<file path="src/rtl/calc_key_sequencer.sv">
// calc_key_sequencer: turns a stream of calculator key codes into operand/operation
// pairs for a downstream ALU, then waits for that ALU to finish.
// Optional feature: define CALC_KEY_TIMEOUT_EN to add a 16-cycle watchdog on the
// ALU handshake; without it the sequencer waits indefinitely for alu_valid.
module calc_key_sequencer #(
   parameter int inSize = 4
) (
   input  logic              clk,
   input  logic              rst,
   input  logic              key_valid,
   input  logic [4:0]        key_code,
   input  logic              alu_valid,
   output logic              alu_en,
   output logic [1:0]        operation,
   output logic [inSize-1:0] A,
   output logic [inSize-1:0] B,
   output logic              busy,
   output logic              err
);

   // Accumulator width: max*10+9 always fits in four extra bits.
   localparam int WW = inSize + 4;

   typedef enum logic [2:0] {ENTER_A, ENTER_B, ISSUE, WAIT, DONE} state_t;

   state_t            state_reg, state_next;
   logic [inSize-1:0] a_reg, a_next;
   logic [inSize-1:0] b_reg, b_next;
   logic [1:0]        op_reg, op_next;
   logic              err_reg, err_next;
   logic              b_seen_reg, b_seen_next;   // at least one B digit accepted
`ifdef CALC_KEY_TIMEOUT_EN
   logic [3:0]        wd_reg, wd_next;
`endif

   logic          is_digit, is_op, is_eq, is_clr;
   logic [WW-1:0] digit_ext, acc_a, acc_b;
   logic          ovf_a, ovf_b;

   // Key decode and decimal accumulation for both operands.
   always_comb begin
      is_digit  = key_valid && (key_code <= 5'd9);
      is_op     = key_valid && (key_code[4:2] == 3'b100);
      is_eq     = key_valid && (key_code == 5'h14);
      is_clr    = key_valid && (key_code == 5'h15);
      digit_ext = {{inSize{1'b0}}, key_code[3:0]};
      acc_a     = ({4'b0, a_reg} * WW'(10)) + digit_ext;
      acc_b     = ({4'b0, b_reg} * WW'(10)) + digit_ext;
      ovf_a     = |acc_a[WW-1:inSize];
      ovf_b     = |acc_b[WW-1:inSize];
   end

   // Next-state and datapath updates; clear overrides everything else.
   always_comb begin
      state_next  = state_reg;
      a_next      = a_reg;
      b_next      = b_reg;
      op_next     = op_reg;
      err_next    = err_reg;
      b_seen_next = b_seen_reg;
`ifdef CALC_KEY_TIMEOUT_EN
      wd_next     = wd_reg;
`endif
      case (state_reg)
         ENTER_A: begin
            if (is_digit) begin
               if (ovf_a) err_next = 1'b1;
               else       a_next   = acc_a[inSize-1:0];
            end else if (is_op) begin
               op_next     = key_code[1:0];
               b_next      = '0;
               b_seen_next = 1'b0;
               state_next  = ENTER_B;
            end
         end
         ENTER_B: begin
            if (is_digit) begin
               if (ovf_b) begin
                  err_next = 1'b1;
               end else begin
                  b_next      = acc_b[inSize-1:0];
                  b_seen_next = 1'b1;
               end
            end else if (is_op) begin
               // The operator may only be changed until the second operand starts.
               if (!b_seen_reg) op_next = key_code[1:0];
            end else if (is_eq) begin
               if (op_reg == 2'b11 && b_reg == '0) begin
                  err_next   = 1'b1;
                  a_next     = '0;
                  b_next     = '0;
                  state_next = ENTER_A;
               end else begin
                  state_next = ISSUE;
               end
            end
         end
         ISSUE: begin
            state_next = WAIT;
`ifdef CALC_KEY_TIMEOUT_EN
            wd_next    = '0;
`endif
         end
         WAIT: begin
            if (alu_valid) begin
               state_next = DONE;
            end else begin
`ifdef CALC_KEY_TIMEOUT_EN
               if (wd_reg == 4'd15) begin
                  err_next   = 1'b1;
                  a_next     = '0;
                  b_next     = '0;
                  wd_next    = '0;
                  state_next = ENTER_A;
               end else begin
                  wd_next = wd_reg + 4'd1;
               end
`endif
            end
         end
         DONE: begin
            // A digit starts a fresh calculation; operators and equals are ignored.
            if (is_digit) begin
               a_next      = digit_ext[inSize-1:0];
               b_next      = '0;
               err_next    = 1'b0;
               b_seen_next = 1'b0;
               state_next  = ENTER_A;
            end
         end
         default: state_next = ENTER_A;
      endcase
      if (is_clr) begin
         state_next  = ENTER_A;
         a_next      = '0;
         b_next      = '0;
         op_next     = 2'b00;
         err_next    = 1'b0;
         b_seen_next = 1'b0;
`ifdef CALC_KEY_TIMEOUT_EN
         wd_next     = '0;
`endif
      end
   end

   // State and datapath registers with asynchronous active-low reset.
   always_ff @(posedge clk or negedge rst) begin
      if (!rst) begin
         state_reg  <= ENTER_A;
         a_reg      <= '0;
         b_reg      <= '0;
         op_reg     <= 2'b00;
         err_reg    <= 1'b0;
         b_seen_reg <= 1'b0;
`ifdef CALC_KEY_TIMEOUT_EN
         wd_reg     <= '0;
`endif
      end else begin
         state_reg  <= state_next;
         a_reg      <= a_next;
         b_reg      <= b_next;
         op_reg     <= op_next;
         err_reg    <= err_next;
         b_seen_reg <= b_seen_next;
`ifdef CALC_KEY_TIMEOUT_EN
         wd_reg     <= wd_next;
`endif
      end
   end

   // Outputs are decoded straight from registers so reset clears them at once.
   always_comb begin
      alu_en    = (state_reg == ISSUE);
      busy      = (state_reg == ISSUE) || (state_reg == WAIT);
      operation = op_reg;
      A         = a_reg;
      B         = b_reg;
      err       = err_reg;
   end

endmodule

</file>
<file path="config.mk">
export PLATFORM = sky130hd
export DESIGN_NAME = calc_key_sequencer
export DESIGN_NICKNAME = d
export VERILOG_FILES = /design/src/rtl/calc_key_sequencer.sv
export SDC_FILE = /design/constraint.sdc
export NUM_CORES = 1
export LEC_CHECK = 0
export CAP_MARGIN = 0
export CORE_ASPECT_RATIO = 0.9
export CORE_MARGIN = 2
export CORE_UTILIZATION = 45
export CTS_BUF_LIST = sky130_fd_sc_hd__clkbuf_8
export CTS_CLUSTER_DIAMETER = 200
export CTS_CLUSTER_SIZE = 16
export DETAILED_ROUTE_END_ITERATION = 7
export GPL_TIMING_DRIVEN = 1
export PLACE_DENSITY = 0.7
export SLEW_MARGIN = 20
export SYNTH_ARGS = -nofsm -noshare
export SYNTH_HDL_FRONTEND = slang
export SYNTH_SLANG_ARGS = --single-unit
</file>
<file path="constraint.sdc">
create_clock -name clk -period 3.7 [get_ports clk]
set_clock_uncertainty 0.15 [all_clocks]
set_input_delay 0.74 -clock clk [delete_from_list [all_inputs] [get_ports clk]]
set_output_delay 0.74 -clock clk [all_outputs]
set_load 0.02 [all_outputs]
</file>
==> results of run 1 <==
final cells by class:
| cell class | instances | share of cell area, % |
|---|---|---|
| multi-input combinational | 128 | 58.8 |
| sequential | 15 | 21.6 |
| timing repair buffer | 24 | 13.4 |
| tap | 42 | 3.02 |
| clock buffer | 3 | 2.37 |
| clock inverter | 1 | 0.432 |
| inverter | 2 | 0.432 |
worst max-delay path, delay by kind of cell, from the launching register on:
family / cells / cell delay [ps]
flip-flops: 1 / 480
AND/OR/NAND/NOR: 2 / 560
AO/OA/AOI/OAI: 3 / 660
adder cells (fa/ha/maj): 3 / 1120
multiplexers: 1 / 310
cell usage in the layout, fill, tap and decap left out, drive strengths merged, types with 4 or more instances in the layout:
master	count
nand2	9
ha	14
nor2	13
nor2b	4
fa	4
clkdlybuf4s50	21
and2	5
mux2	10
a21oi	9
o21ai	8
dfrtp	15
power groups by stage:
stage	combinational [W]	sequential, W	clock [W]
2_1_floorplan	0.000732	0.000363	0
3_3_place_gp	0.00101	0.000354	0
3_5_place_dp	0.00104	0.000357	0
4_1_cts	0.00104	0.000355	0.000144
5_1_grt	0.00115	0.000372	0.000151
6_report	0.00105	0.000356	0.000141
worst min-delay path by stage:
stage	to	slack [ps]	depth (start not counted)
after global placement	err	370	1
after CTS	operation[0]	390	1
after detailed placement	err	360	1
after global routing	err	410	1
after floorplan	A[0]	290	0
final	operation[0]	390	1
kinds of logic after synthesis:
family | Yosys count
mux | 11
buf+inv | 7
compound gates | 44
xor+xnor | 4
fa+ha+maj | 18
flops | 15
simple gates | 51
per-layer routing:
| metal | part of all wire [%] | wire length, um | global-route usage (%) |
|---|---|---|---|
| met1 | 49 | 1670 | 28.8 |
| met2 | 46 | 1550 | 35.3 |
| met3 | 3.7 | 126 | 4.54 |
| met4 | 0.95 | 32 | 4.66 |
| met5 | 0 | 0 | 0 |
per-stage QoR:
| step | hold slack, ps | worst slack, ps | power (W) |
|---|---|---|---|
| final | 392 | 291 | 0.00154 |
| after global routing | 415 | 154 | 0.00168 |
| after CTS | 388 | 304 | 0.00154 |
| after detailed placement | 364 | 124 | 0.00139 |
| after global placement | 368 | 165 | 0.00136 |
| after floorplan | 294 | 447 | 0.00109 |
==> metrics.md, run 1 <==
| Metric | Value |
|---|---|
| Status | completed |
| Synth cell count leaders | dfrtp_1, ha_1, nor2_1 |
| Layout cell share with drive strength beyond 1 | between 9 and 10% |
| Mapped Area | approximately 1400 um^2 |
| Max FO, Critical Path | 6 |
| Worst setup startpoint | B[1] |
| Share of the synthesized area in the top cell type | a little over a quarter |
| Fraction of synthesis flops using an asynchronous set or reset pin | between 90% and 100% |
| CORE AREA | between 3000 and 4000 um^2 |
| Max Slew Vio Count | 0 |
| Initial Util | 47.0% |
| Worst setup EP type | flip-flop |
| Reg-to-Reg Start | B[1] |
| Post-Syn Instances | 150 |
| Fillers | 292 |
| Peak supply drop | ~0.46 mV |
| Period utilization | 92.1% |
| Die ar. | between 3000 and 4000 um^2 |
| Simple-Gate Fraction of Synth Area | between 15 and 20% |
| Critical-path cell with the highest stage delay | fa_1 |
| Post-route cell area | ~1700 um^2 |
| Vias in the first global route | approximately 1300 |
| Hold_sp | operation[0] |
| Avg Cell Area, Syn | between 9 and 10 um^2 |
| Reg area | 375 um^2 |
| IO Count | 22 |
| First-pass GRT wire length | 6.15 mm |
| CTS H-tree depth | 1 |
| Final core occ | 57.2% |
| Most common cell in the synthesized netlist | dfrtp_1 |
| Setup TNS | 0 ps |
| Post-synthesis xor/xnor area fraction | 2.45% |
| Tightest Hold Check Type | flip-flop to flip-flop |
| Reg2reg path depth | 9 |
| Fin. Hold Viols | 0 |
| Switching Share | 46.5% |
| Placed inst area | 1690 um^2 |
| Post-synthesis mux area share | under 10% |
| Die Height | about 57 um |
| Switch Pwr | roughly 0.00072 W |
| Largest family of logic cells by synthesized area | compound AO/OA/AOI/OAI gates |
| Sequential element share of the synthesized area | between 20% and 30% |
| CP required | roughly 3700 ps |
| CTS Buf Count | 3 |
| Die X-Extent | roughly 63 um |
| DR pass1 iterations | 4 |
| Total wire length | between 3 and 4 mm |
| Int Pwr | between 0.0008 and 0.0009 W |
| Adder-cell share of the synthesized area | between 15 and 20% |
| CP Class | flip-flop to flip-flop |
| Clock root buffer | clkbuf_8 |
| Clk network pwr share | under 10% |
| Final RePlAce weighted congestion | around 0.80 |
| Worst R2R Setup Slack | around 290 ps |
| Fmax | about 0.29 GHz |
| FF+latch count, synth | 15 |
| Post-synth EDFFs | 0 |
| Setup bufs post-CTS | 0 |
| Final HPWL DP | approximately 2.6 mm |
| RSZ-0062 raised after global routing | no |
| Seq pwr share | 23.0% |
| Cell taking the most area after synthesis | dfrtp_1 |
| Multi-input logic area | between 1000 and 1500 um^2 |
| Combinational Power Share | between 60% and 70% |
| Clock sink count | 15 |
| Crit path time final | around 3400 ps |
| Critical Path AT | 3410 ps |
| CP most frequent cell | ha_1 |
| Initial antenna violation count | 0 |
| Worst-margin pin slew | about 700 ps |
| First DRT Iteration DRCs | 62 |
| Leakage | about 0.76 nW |
| Startpoint Class | flip-flop |
| Worst path max stage delay | between 500 and 600 ps |
| Setup-failing EPs final | 0 |
| Largest net degree at the start of global routing | 16 |
| # rows | 19 |
| Compound-cell area share of the yosys netlist | between 20% and 30% |
| DRC viols | 0 |
| Crit path cell chain | ha_1 > ha_1 > fa_1 > o21ai_1 > or4b_1 > a32oi_2 > nor2_1 > a211o_1 > mux2_4 |
| ANT nets after route | 0 |
| Mapped Nets | roughly 180 |
| Total gr overflow | 0 |
| Fin cells | about 220 |
| Hold buffer count at cts | 0 |
| # placed instances | around 210 |
| Crit path to | B[3] |
| Slew headroom | a little over half |
| Max Cap Viol | 0 |
| Ant. Diodes | 0 |
| Routed vias/inst | around 5.9 |
| Port bufs | 21 |
| P&R area growth vs syn | 21.7% |
| Top FF cell, synth | dfrtp_1 |
| NumNets Final | roughly 200 |
| Count of different cell masters after synthesis | 50 |
| Top post-synthesis cells by area | dfrtp_1, ha_1, mux2_1 |
| CTS clk-pin slew, worst paths | around 70 ps |
| Pwr dens | 888 nW/um^2 |
| GR Util All Layers | a little over a fifth |
| Post-CTS resize count | 0 |
| Post-DR wirelength/cell | 15.7 um |
| R2R Path End | B[3] |
| Vias | ~1300 |
| Clk_lat worst skew | between 200 and 300 ps |
| YS warnings | 0 |
| Max Root-Sink Buffers | 2 |
| CTS tree | yes |
(Power assumes the default switching activity.)
==> run 2, diff against run 1 <==
- REMOVE_ABC_BUFFERS: default -> 1
==> metrics.md, run 2 (same netlist as run 1, synthesis figures left out) <==
| Metric | Value |
|---|---|
| GR Util All Layers | 19.1% (-2.2 points) |
| First-pass GRT wire length | 5.63 mm (-8.5%) |
| First DRT Iteration DRCs | 38 (-39%) |
| Reg-to-Reg Start | B[1] |
| CORE AREA | 3040 um^2 (unchanged) |
| Clock sink count | 15 (unchanged) |
| Vias in the first global route | 1275 (-3.3%) |
| Period utilization | 91.9% (-0.27 points) |
| Setup bufs post-CTS | 0 (unchanged) |
| Die ar. | 3640 um^2 (unchanged) |
| Vias | 1235 (-1.8%) |
| Tightest Hold Check Type | flip-flop to flip-flop |
| Fin. Hold Viols | 0 (unchanged) |
| Final HPWL DP | 2.58 mm (-2.5%) |
| Status | completed |
| DR pass1 iterations | 4 (unchanged) |
| Setup-failing EPs final | 0 (unchanged) |
| CTS tree | yes |
| Die X-Extent | 63.4 um (unchanged) |
| CP Class | primary input to flip-flop |
| Post-CTS resize count | 0 (unchanged) |
| Final RePlAce weighted congestion | 0.858 (+6.9%) |
| Max Cap Viol | 0 (unchanged) |
| Commonest non-fill, non-tap cell in the layout | clkdlybuf4s50_1 |
| Layout cell share with drive strength beyond 1 | 9.30% (-0.52 points) |
| Critical Path AT | 3390 ps (-20 ps) |
| Initial Util | 47.0% (unchanged) |
| Leakage | 0.760 nW (-0.14%) |
| Routed vias/inst | 5.77 (-1.4%) |
| R2R Path End | B[3] |
| # rows | 19 (unchanged) |
| Worst-margin pin slew | 671 ps (-28.3 ps) |
| Final core occ | 56.8% (-0.33 points) |
| CTS H-tree depth | 1 (unchanged) |
| Reg2reg path depth | 9 (unchanged) |
| RSZ-0062 raised after global routing | no |
| Slew headroom | 55.2% (+1.9 points) |
| Fin cells | 214 (-0.47%) |
| Clk_lat worst skew | 250 ps (about the same) |
| Worst R2R Setup Slack | 370 ps (+80 ps) |
| Setup WS pre-CTS | 54.2 ps (-70.2 ps) |
| Initial antenna violation count | 0 (unchanged) |
| Commonest cells after routing, fill and taps aside | clkdlybuf4s50_1, dfrtp_1, ha_1 |
| DRC viols | 0 (unchanged) |
| Max FO, Critical Path | 6 (unchanged) |
| Max Slew Vio Count | 0 (unchanged) |
| Fmax | 0.294 GHz (+0.30%) |
| Max Root-Sink Buffers | 2 (unchanged) |
| CTS Buf Count | 3 (unchanged) |
| NumNets Final | 200 (-0.50%) |
| Crit path time final | 3400 ps (-10.1 ps) |
| Setup TNS | 0 ps (unchanged) |
| CP required | 3690 ps (about the same) |
| Total gr overflow | 0 (unchanged) |
| Hold buffer count at cts | 0 (unchanged) |
| Peak supply drop | 0.453 mV (-1.9%) |
| Total wire length | 3.20 mm (-5.0%) |
| Setup WS post-layout | 301 ps (+10.1 ps) |
| Ant. Diodes | 0 (unchanged) |
| Hold_sp | err |
| Die Height | 57.5 um (unchanged) |
| Post-DR wirelength/cell | 15.0 um (-4.6%) |
| Largest net degree at the start of global routing | 16 (unchanged) |
| Worst setup EP type | flip-flop |
| Pwr dens | 878 nW/um^2 (-1.2%) |
| Clock root buffer | clkbuf_8 |
| P&R area growth vs syn | 21.0% |
| ANT nets after route | 0 (unchanged) |
| Port bufs | 21 (unchanged) |
| Hold endpoint | err |
| # placed instances | 210 (-0.47%) |
| IO Count | 22 (unchanged) |
| CTS clk-pin slew, worst paths | 60 ps (about the same) |
| WHS Path Cells | 1 (unchanged) |
| Startpoint Class | primary input |
run 2: cell count changes in the layout (fill, tap and decap cells not counted):
cell and delta:
clkinv_2 +1, clkinvlp_4 -1, buf_4 -1
run 2: critical path, cell delays in order:
cell and delay, ps:
clkdlybuf4s50_1 630, ha_1 270, fa_1 240, o21ai_1 70
or4b_1 480, a32oi_2 230, nor2_1 80, a211o_1 330
mux2_4 310
run 2: how the worst max path moves through the flow:
| stage | from | endpoint | slack, ps |
|---|---|---|---|
| final | key_code[1] | B[3] | 300 |
| after global routing | key_code[1] | B[3] | 190 |
| after CTS | key_code[1] | B[3] | 320 |
| after detailed placement | key_code[1] | B[3] | 50 |
| after global placement | key_code[1] | B[3] | 140 |
| after floorplan | B[1] | B[3] | 450 |
run 2: cell type report:
type | instances | area [um^2]
clock buffers | 3 | 41.3
clock inverters | 1 | 5.00
fillers | 288 | 1310
inverters | 2 | 7.51
multi-input cells | 128 | 1020
flip-flops and latches | 15 | 375
well taps | 42 | 52.6
repair buffers | 23 | 225
run 2: per-layer routing:
layer | vias to the layer above | routed length, um | track usage, % | share of wire (%)
met5 | - | 0 | 0 | 0
met4 | 0 | 0 | 1.86 | 0
met3 | 0 | 101 | 4.34 | 3.2
met2 | 17 | 1560 | 33.1 | 49
met1 | 604 | 1540 | 25.5 | 48
li1 | 614 | - | - | -
run 2: power breakdown:
| part | leakage (nW) | switching (W) | total (W) | internal, W |
|---|---|---|---|---|
| combinational | 0.545 | 0.000519 | 0.00103 | 0.000514 |
| sequential | 0.189 | 0.000120 | 0.000354 | 0.000234 |
| clock | 0.0255 | 0.0000563 | 0.000131 | 0.0000745 |
| total | 0.760 | 0.000695 | 0.00152 | 0.000823 |
run 2: through the flow:
stage	hold WS, ps	power [W]	area (um^2)
floorplan	294	0.00108	1410
detailed placement	346	0.00138	1680
global route	396	0.00165	1730
CTS	359	0.00152	1730
global placement	343	0.00137	1680
finish	353	0.00152	1730
==> run 3, diff against run 2 <==
- CORE_UTILIZATION: 45 -> 24
- PLACE_DENSITY: 0.7 -> 0.43
- SETUP_SLACK_MARGIN: default -> 0.2
==> metrics.md, run 3 (same netlist as run 1, synthesis figures left out) <==
| Metric | Value |
|---|---|
| Switch Pwr | 0.000723 W (+4.1%) |
| Max Root-Sink Buffers | 2 (unchanged) |
| First-pass GRT wire length | 6.45 mm (+15%) |
| Initial Util | 25.0% (-22 points) |
| CP required | 3690 ps (about the same) |
| Setup TNS | 0 ps (unchanged) |
| Critical Path AT | 3390 ps (about the same) |
| IO Count | 22 (unchanged) |
| Startpoint Class | primary input |
| Commonest non-fill, non-tap cell in the layout | clkdlybuf4s50_1 |
| CTS Buf Count | 3 (unchanged) |
| WHS Path Cells | 1 (unchanged) |
| Die X-Extent | 85.3 um (+35%) |
| Post-route cell area | 1810 um^2 (+4.4%) |
| Setup WS post-layout | 302 ps (+1.55 ps) |
| Seq pwr share | 22.5% (-0.8 points) |
| Clock root buffer | clkbuf_8 |
| Critical-path cell with the highest stage delay | clkdlybuf4s50_1 |
| GR Util All Layers | 12.1% (-7.0 points) |
| Status | completed |
| Max Cap Viol | 0 (unchanged) |
| Hold buffer count at cts | 0 (unchanged) |
| Largest net degree at the start of global routing | 16 (unchanged) |
| Final hold slack | 351 ps (-2.53 ps) |
| Max FO, Critical Path | 4 (-2) |
| First DRT Iteration DRCs | 102 (+170%) |
| P&R area growth vs syn | 26.4% |
| Slew headroom | 52.3% (-2.9 points) |
| Crit path time final | 3400 ps (-1.55 ps) |
| Bufs and invs on worst path | 1 (unchanged) |
| RSZ-0062 raised after global routing | no |
| Reg2reg path depth | 9 (unchanged) |
| Clk_lat worst skew | 250 ps (about the same) |
| CTS tree | yes |
| Worst path max stage delay | 580 ps (-50 ps) |
| Final HPWL DP | 2.94 mm (+14%) |
| Layout cell share with drive strength beyond 1 | 13.0% (+3.7 points) |
| Routed vias/inst | 5.11 (-11%) |
| Final RePlAce weighted congestion | 0.810 (-5.6%) |
| Die ar. | 6590 um^2 (+81%) |
| Worst setup EP type | flip-flop |
| CP Class | primary input to flip-flop |
| Commonest cells after routing, fill and taps aside | clkdlybuf4s50_1, dfrtp_1, nor2_1, ha_1 |
| Pwr dens | 866 nW/um^2 (-1.3%) |
| Port bufs | 21 (unchanged) |
| Clk network pwr share | 8.7% (about the same) |
| WP depth | 9 (unchanged) |
| Tightest Hold Check Type | flip-flop to flip-flop |
| Total wire length | 3.77 mm (+18%) |
| Crit path cell chain | clkdlybuf4s50_1 > ha_2 > fa_1 > o21ai_1 > or4b_1 > a32oi_2 > nor2_1 > a211o_1 > mux2_4 |
| Die Height | 77.2 um (+34%) |
| Clock sink count | 15 (unchanged) |
| ANT nets after route | 0 (unchanged) |
| Vias | 1262 (+2.2%) |
| Int Pwr | 0.000841 W (+2.2%) |
| Post-DR wirelength/cell | 15.3 um (+1.9%) |
| Setup WS pre-CTS | 40.0 ps (-14.2 ps) |
| DRC viols | 0 (unchanged) |
| Total gr overflow | 0 (unchanged) |
| Period utilization | 91.8% (about the same) |
| Leakage | 0.782 nW (+2.9%) |
| Switching Share | 46.2% (+0.44 points) |
| Placed inst area | 1750 um^2 (+3.9%) |
| Max Slew Vio Count | 0 (unchanged) |
| Initial antenna violation count | 0 (unchanged) |
| # rows | 26 (+7) |
| Vias in the first global route | 1313 (+3.0%) |
| Fmax | 0.294 GHz (about the same) |
| Fin. Hold Viols | 0 (unchanged) |
| Ant. Diodes | 0 (unchanged) |
| CTS H-tree depth | 1 (unchanged) |
| Peak supply drop | 0.408 mV (-9.9%) |
| Worst-margin pin slew | 713 ps (+42.7 ps) |
| CORE AREA | 5730 um^2 (+88%) |
| Setup-failing EPs final | 0 (unchanged) |
| CTS clk-pin slew, worst paths | 60 ps (about the same) |
| NumNets Final | 205 (+2.5%) |
| Combinational Power Share | 68.8% (+0.8 points) |
| DR pass1 iterations | 4 (unchanged) |
| Crit-path leading delay family | compound AO/OA/AOI/OAI gates |
==> run 3: cell types whose count changed in the layout (fill, tap and decap cells not counted) <==
cell	change
ha_2	+1
dfrtp_2	+2
inv_1	+1
ha_1	-1
dfrtp_1	-2
clkinv_2	-1
buf_4	+5
==> run 3: final cells by class <==
| class | count | area, um^2 |
|---|---|---|
| clock buffer | 3 | 41.3 |
| sequential | 15 | 378 |
| clock inverter | 1 | 3.75 |
| tap | 70 | 87.6 |
| inverter | 2 | 7.51 |
| multi-input combinational | 128 | 1020 |
| timing repair buffer | 28 | 263 |
| fill | 617 | 3920 |
==> run 3: final timing paths <==
kind / from / to / slack (ps)
max: key_code[1] / B[3] / 300
min: err / err / 350
max reg2reg: B[3] / B[3] / 370
min reg2reg: err / err / 350
max in group asynchronous: rst / B[3] / 2140
min in group asynchronous: rst / operation[0] / 760
==> run 3: power by group through the flow <==
stage	clock [W]	sequential (W)	combinational [W]
final	0.000136	0.000352	0.00108
after CTS	0.000140	0.000360	0.00107
after global placement	0	0.000358	0.00106
after floorplan	0	0.000388	0.000697
after global routing	0.000148	0.000372	0.00119
after detailed placement	0	0.000364	0.00106
==> run 3: routing by layer <==
layer	GRT usage, %	wire, um	up-vias
met4	1.43	22	0
met1	17.3	1850	609
met3	2.37	129	4
li1	-	-	623
met2	19.4	1770	26
met5	0	0	-
==> run 3: through the flow <==
step | util [%] | total power, W | instances
floorplan | - | 0.00108 | 145
global placement | 30.5 | 0.00142 | 242
detailed placement | 30.5 | 0.00143 | 242
CTS | 31.3 | 0.00157 | 246
global route | 31.5 | 0.00171 | 247
finish | 31.5 | 0.00156 | 247
==> run 3: timing repair <==
action                                  CTS  global route
resized for setup                         0             3
setup buffers                             0             1
endpoints found under the setup margin    0             1
